$ cat src/rtl/binary2double_pkg.sv
// Shared definitions for the fixed-point <-> binary64 converter pair.
//   - type codes carried alongside a fixed-point value
//   - IEEE-754 binary64 constants used when packing special values
//   - state encoding of the fixed-to-double sequencer
package binary2double_pkg;

  // Type codes; 5..7 are unassigned and are treated as NaN by consumers.
  localparam logic [2:0] TYPE_NORMAL = 3'd0;
  localparam logic [2:0] TYPE_NAN    = 3'd1;
  localparam logic [2:0] TYPE_PINF   = 3'd2;
  localparam logic [2:0] TYPE_NINF   = 3'd3;
  localparam logic [2:0] TYPE_RANGE  = 3'd4;

  localparam int          EXP_BIAS = 1023;
  localparam logic [63:0] QNAN     = 64'h7FF8_0000_0000_0000;
  localparam logic [63:0] PINF     = 64'h7FF0_0000_0000_0000;
  localparam logic [63:0] NINF     = 64'hFFF0_0000_0000_0000;

  typedef enum logic [1:0] {
    ST_IDLE   = 2'd0,
    ST_NORM   = 2'd1,
    ST_PACK   = 2'd2,
    ST_OUTPUT = 2'd3
  } state_e;

endpackage

$ cat src/rtl/binary2double_pack.sv
// Combinational packer: builds the binary64 word from the normalised
// magnitude and the captured type code.
// Ports:
//   sign_i   captured sign (1 = negative)
//   type_i   captured 3-bit type code
//   frac_i   normalised magnitude below its leading one (W-1 bits)
//   k_i      number of left shifts applied during normalisation
//   zero_i   magnitude was zero
//   double_o packed IEEE-754 binary64 word
module binary2double_pack
  import binary2double_pkg::*;
#(
  parameter int INT_W  = 14,
  parameter int FRAC_W = 4,
  parameter int W      = INT_W + FRAC_W,
  parameter int KW     = (W > 1) ? $clog2(W) : 1
) (
  input  logic          sign_i,
  input  logic [2:0]    type_i,
  input  logic [W-2:0]  frac_i,
  input  logic [KW-1:0] k_i,
  input  logic          zero_i,
  output logic [63:0]   double_o
);

  logic [10:0] exp_w;
  logic [51:0] man_w;

  always_comb begin
    // The leading one of the magnitude sits at weight 2^(INT_W-1) after
    // normalisation, minus one per shift applied.
    exp_w = 11'(EXP_BIAS + INT_W - 1 - int'(k_i));
    // Hidden bit dropped; remaining bits are left-aligned in the mantissa.
    // W <= 53 guarantees the value is exact, so no rounding is needed.
    man_w = '0;
    man_w[51 -: (W-1)] = frac_i;

    double_o = QNAN;
    case (type_i)
      TYPE_NORMAL: double_o = zero_i ? 64'h0 : {sign_i, exp_w, man_w};
      TYPE_NAN:    double_o = QNAN;
      TYPE_PINF:   double_o = PINF;
      TYPE_NINF:   double_o = NINF;
      TYPE_RANGE:  double_o = {sign_i, 11'h7FF, 52'h0};
      default:     double_o = QNAN;
    endcase
  end

endmodule

$ cat src/rtl/binary2double.sv
// Sign-magnitude fixed-point to IEEE-754 binary64 converter.
// Normalisation shifts the magnitude left one bit per cycle until its MSB
// is set, then the packer builds the word.
// Ports:
//   clk           clock, rising edge
//   rst           asynchronous active-low reset
//   i_ready       conversion request (level, held until result taken)
//   sign          sign of the value (1 = negative)
//   integer_part  unsigned integer magnitude, INT_W bits
//   fraction_part unsigned fraction magnitude, FRAC_W bits
//   i_type        type code (see package)
//   o_double      binary64 result, held until the next conversion packs
//   o_valid       result valid, high in OUTPUT
//   o_busy        high whenever the sequencer is not idle
//   o_state       current sequencer state, for observation
//
// Handshake: the request is sampled as a level. A high i_ready in IDLE
// captures the inputs; the result is presented with o_valid until i_ready
// is seen low, at which edge o_valid falls and the block returns to IDLE.
// A request that drops early still runs to completion and shows o_valid for
// a single cycle.
module binary2double
  import binary2double_pkg::*;
#(
  parameter int INT_W  = 14,
  parameter int FRAC_W = 4
) (
  input  logic              clk,
  input  logic              rst,
  input  logic              i_ready,
  input  logic              sign,
  input  logic [INT_W-1:0]  integer_part,
  input  logic [FRAC_W-1:0] fraction_part,
  input  logic [2:0]        i_type,
  output logic [63:0]       o_double,
  output logic              o_valid,
  output logic              o_busy,
  output logic [1:0]        o_state
);

  localparam int W  = INT_W + FRAC_W;
  localparam int KW = (W > 1) ? $clog2(W) : 1;

  state_e        state_q, state_d;
  logic [W-1:0]  sh_q, sh_d;
  logic [KW-1:0] k_q, k_d;
  logic          sign_q, sign_d;
  logic [2:0]    type_q, type_d;
  logic [63:0]   dbl_q, dbl_d;

  logic          zero_w;
  logic [63:0]   packed_w;

  assign zero_w = (sh_q == '0);

  binary2double_pack #(
    .INT_W  (INT_W),
    .FRAC_W (FRAC_W),
    .W      (W),
    .KW     (KW)
  ) u_pack (
    .sign_i   (sign_q),
    .type_i   (type_q),
    .frac_i   (sh_q[W-2:0]),
    .k_i      (k_q),
    .zero_i   (zero_w),
    .double_o (packed_w)
  );

  always_comb begin
    state_d = state_q;
    sh_d    = sh_q;
    k_d     = k_q;
    sign_d  = sign_q;
    type_d  = type_q;
    dbl_d   = dbl_q;

    case (state_q)
      ST_IDLE: begin
        if (i_ready) begin
          sh_d    = {integer_part, fraction_part};
          k_d     = '0;
          sign_d  = sign;
          type_d  = i_type;
          state_d = (i_type != TYPE_NORMAL) ? ST_PACK : ST_NORM;
        end
      end
      ST_NORM: begin
        // Zero never normalises; it is packed as +0 directly.
        if (zero_w || sh_q[W-1]) begin
          state_d = ST_PACK;
        end else begin
          sh_d = sh_q << 1;
          k_d  = k_q + 1'b1;
        end
      end
      ST_PACK: begin
        dbl_d   = packed_w;
        state_d = ST_OUTPUT;
      end
      ST_OUTPUT: begin
        if (!i_ready) state_d = ST_IDLE;
      end
      default: state_d = ST_IDLE;
    endcase
  end

  always_ff @(posedge clk or negedge rst) begin
    if (!rst) begin
      state_q <= ST_IDLE;
      sh_q    <= '0;
      k_q     <= '0;
      sign_q  <= 1'b0;
      type_q  <= 3'd0;
      dbl_q   <= 64'h0;
    end else begin
      state_q <= state_d;
      sh_q    <= sh_d;
      k_q     <= k_d;
      sign_q  <= sign_d;
      type_q  <= type_d;
      dbl_q   <= dbl_d;
    end
  end

  assign o_double = dbl_q;
  assign o_valid  = (state_q == ST_OUTPUT);
  assign o_busy   = (state_q != ST_IDLE);
  assign o_state  = state_q;

endmodule

$ cat config.mk
export PLATFORM = sky130hd
export DESIGN_NAME = binary2double
export DESIGN_NICKNAME = d
export VERILOG_FILES = /design/src/rtl/binary2double_pkg.sv /design/src/rtl/binary2double_pack.sv /design/src/rtl/binary2double.sv
export SDC_FILE = /design/constraint.sdc
export NUM_CORES = 1
export LEC_CHECK = 0
export BUFFER_PORTS_ARGS = -buffer_cell sky130_fd_sc_hd__buf_2
export CORE_UTILIZATION = 51
export CTS_BUF_LIST = sky130_fd_sc_hd__clkbuf_16
export CTS_CLUSTER_DIAMETER = 100
export DETAILED_ROUTE_END_ITERATION = 16
export GPL_TIMING_DRIVEN = 0
export PLACE_DENSITY = 0.82
export SLEW_MARGIN = 15
export SYNTH_ARGS = -nofsm -noshare
export SYNTH_HDL_FRONTEND = slang
export SYNTH_SLANG_ARGS = --single-unit
$ cat constraint.sdc
create_clock -name clk -period 2.3 [get_ports clk]
set_clock_uncertainty 0.2 [all_clocks]
set_input_delay 0.575 -clock clk [delete_from_list [all_inputs] [get_ports clk]]
set_output_delay 0.575 -clock clk [all_outputs]
set_load 0.02 [all_outputs]
==> flow_metrics.env <==
export IMPL_status="complete, no violations"
export IMPL_worst_setup_path_start_kind="register"
export IMPL_slew_headroom=0.535
export IMPL_slowest_delay_ns=0.42
export IMPL_synth_flop_cell="dfrtp_1"
export IMPL_io_buffers=57
export IMPL_synth_compound_area_frac=0.124
export IMPL_synth_mux_area_fraction=0.0834
export IMPL_grt_pass1_vias=2287
export IMPL_timing_final_ws_setup_ns=0.148
export IMPL_overflow=0
export IMPL_fp_row_count=27
export IMPL_setup_worst_path_end_class="register"
export IMPL_area_delta_synth_final_pct=26.4
export IMPL_finalHoldViolCount=0
export IMPL_synth_area_per_cell_um2=9.42
export IMPL_finalSetupTns_ns=0
export IMPL_synth_warning_count=0
export IMPL_period_needed_ns=2.15
export IMPL_synth_cell_types=39
export IMPL_layout_nets=455
export IMPL_cts_tree="yes"
export IMPL_path_cells="inv_1, ha_1, buf_2, nor2_1, o31ai_4, buf_4, o21ai_0"
export IMPL_pre_cts_slack_ns=0.0682
export IMPL_synth_top_family_by_area="buffers and inverters"
export IMPL_utilization=0.679
export IMPL_final_common_cell="buf_2"
export IMPL_wire_per_inst_um=13.0
export IMPL_synthSimpleGateAreaFrac=0.130
export IMPL_fillCellCount=463
export IMPL_ant_nets=0
export IMPL_clk_latency_ns=0.32
export IMPL_finalSetupViolCount=0
export IMPL_layout_common_cells="buf_2 (58), dfrtp_1 (57), nand2_1 (48), buf_4 (38)"
export IMPL_synth_cells=320
export IMPL_drv_cap=0
export IMPL_wl_mm=6.48
export IMPL_num_vias=2452
export IMPL_postPlaceCellArea_um2=3520
export IMPL_synth_area_um2=3010
export IMPL_ir_worst_vdd_mv=0.704
export IMPL_antenna_found_initial=0
export IMPL_cts_buffer_depth=2
export IMPL_worst_path_buf_inv=3
export IMPL_clkTransAtPathRegs_ns=0.05
export IMPL_dp_cells=483
export IMPL_crit_arrival_ns=2.14
export IMPL_cts_root_buf="clkbuf_16"
export IMPL_powerDensity_nw_per_um2=1310
export IMPL_diodes=0
export IMPL_h_tree_depth=3
export IMPL_grt_util_all_layers=0.224
export IMPL_drive_above_1_share=0.293
export IMPL_critPathKind="reg -> reg"
export IMPL_synth_xor_area_frac=0.00581
export IMPL_reg2reg_from="o_state[1]"
export IMPL_dp_hpwl_mm=4.54
export IMPL_place_congestion=0.863
export IMPL_required_ns=2.29
export IMPL_hold_class="in -> async"
export IMPL_io_pins=93
export IMPL_period_share=0.936
export IMPL_p_leak_nw=1.88
export IMPL_yosys_register_bits=57
export IMPL_crit_slowest_cell="dfrtp_1"
export IMPL_synth_seq_area_share=0.473
export IMPL_coreArea_um2=5610
export IMPL_die_area_um2=6220
export IMPL_die_y_um=78.9
export IMPL_final_area_um2=3810
export IMPL_via_per_inst=4.92
export IMPL_final_max_slew_viol_count=0
export IMPL_stdcell_count=498
export IMPL_start_util=0.537
export IMPL_synth_edff_count=0
export IMPL_crit_family="buffers and inverters"
export IMPL_critPathMaxFanout=10
export IMPL_post_cts_buffers=0
export IMPL_clock_sinks=57
export IMPL_die_x_um=78.9
export IMPL_startpoint="o_state[1]"
export IMPL_drt_initial_drc_count=183
export IMPL_yosys_area_share_adder=0.0332
export IMPL_drt_first_pass_iters=5
export IMPL_drc=0
export IMPL_synthArstFlopShare=1.00
export IMPL_cts_buffers=9
export IMPL_max_freq_mhz=465
export IMPL_worst_pin_slew_ns=0.697
export IMPL_grt_pass1_wl_mm=10.5
export IMPL_grt_max_degree=58
[cells by family (layout without fill, tap and decap cells)]
family / count (synthesis) / after routing
AO/OA/AOI/OAI: 64 / 64
XOR/XNOR: 2 / 2
adder cells (fa/ha/maj): 8 / 8
buffers and inverters: 76 / 148
flip-flops: 57 / 57
multiplexers: 24 / 24
other: 1 / 35
AND/OR/NAND/NOR: 88 / 88
[power by group]
part	internal [mW]	switching [mW]
Clock	0.813	0.422
Sequential	1.39	0.316
Combinational	0.789	1.25
[synthesized netlist by cell type, drive strengths merged, types with 2 or more instances]
cell / instances / area (µm²)
dfrtp: 57 / 1430
nand2: 48 / 180
buf: 42 / 322
o21ai: 40 / 204
inv: 25 / 93.8
mux2i: 18 / 180
nor2: 17 / 63.8
a21oi: 12 / 63.8
clkbuf: 9 / 33.8
ha: 8 / 100
mux2: 6 / 71.3
nand3: 5 / 25.0
nor4: 5 / 37.5
nand2b: 4 / 25.0
o21a: 4 / 30.0
a211oi: 2 / 15.0
nand3b: 2 / 15.0
nand4: 2 / 12.5
o31ai: 2 / 28.8
[flip-flops by register name, indices dropped and copies added, names as in the netlist]
signal    flops
o_state       2
sh_q         18
k_q           5
sign_q        1
o_double     28
type_q        3
[worst reg2reg max path: cells and delay by family, from the launching register on]
kind	cells	cell delay (ns)
buf+inv	3	0.60
compound gates	2	0.52
flops	1	0.42
fa+ha+maj	1	0.17
simple gates	1	0.12
[through the flow]
stage | power, mW | hold slack (ns)
after floorplan | 3.13 | 0.0794
after global placement | 3.63 | 0.267
after detailed placement | 3.73 | 0.263
after CTS | 4.99 | 0.138
after global routing | 5.31 | 0.156
final | 4.98 | 0.109
[repair_timing]
action	4_1_cts	5_1_grt
gates resized for setup	0	8
hold buffers	0	0
endpoints found under the setup margin	0	33
[final timing paths]
path,slack (ns),depth (start not counted),endpoint
worst max-delay path,0.15,7,sh_q[3]
worst min-delay path,0.11,1,o_double[62]
worst max register to register,0.15,7,sh_q[3]
worst min register to register,0.27,1,o_double[60]
max in group asynchronous,1.33,1,o_double[44]
min in group clk,0.27,1,o_double[60]
[routing by layer]
layer  track usage  share of wire  up-vias
li1              -              -     1198
met3        0.0586          0.069        8
met4        0.0909          0.014        0
met2         0.364           0.49       98
met5             0              0        -
met1         0.283           0.43     1148
[final cells by class]
type                       instances  area, µm²  share of cell area
tap                               72       90.1              0.0236
clock buffer                       9        225              0.0591
sequential                        57       1430               0.374
timing repair buffer              57        288              0.0755
buffer                            51        359              0.0943
inverter                          25       93.8              0.0246
multi-input combinational        221       1280               0.335
clock inverter                     6       51.3              0.0135
(Power assumes the default switching activity.)
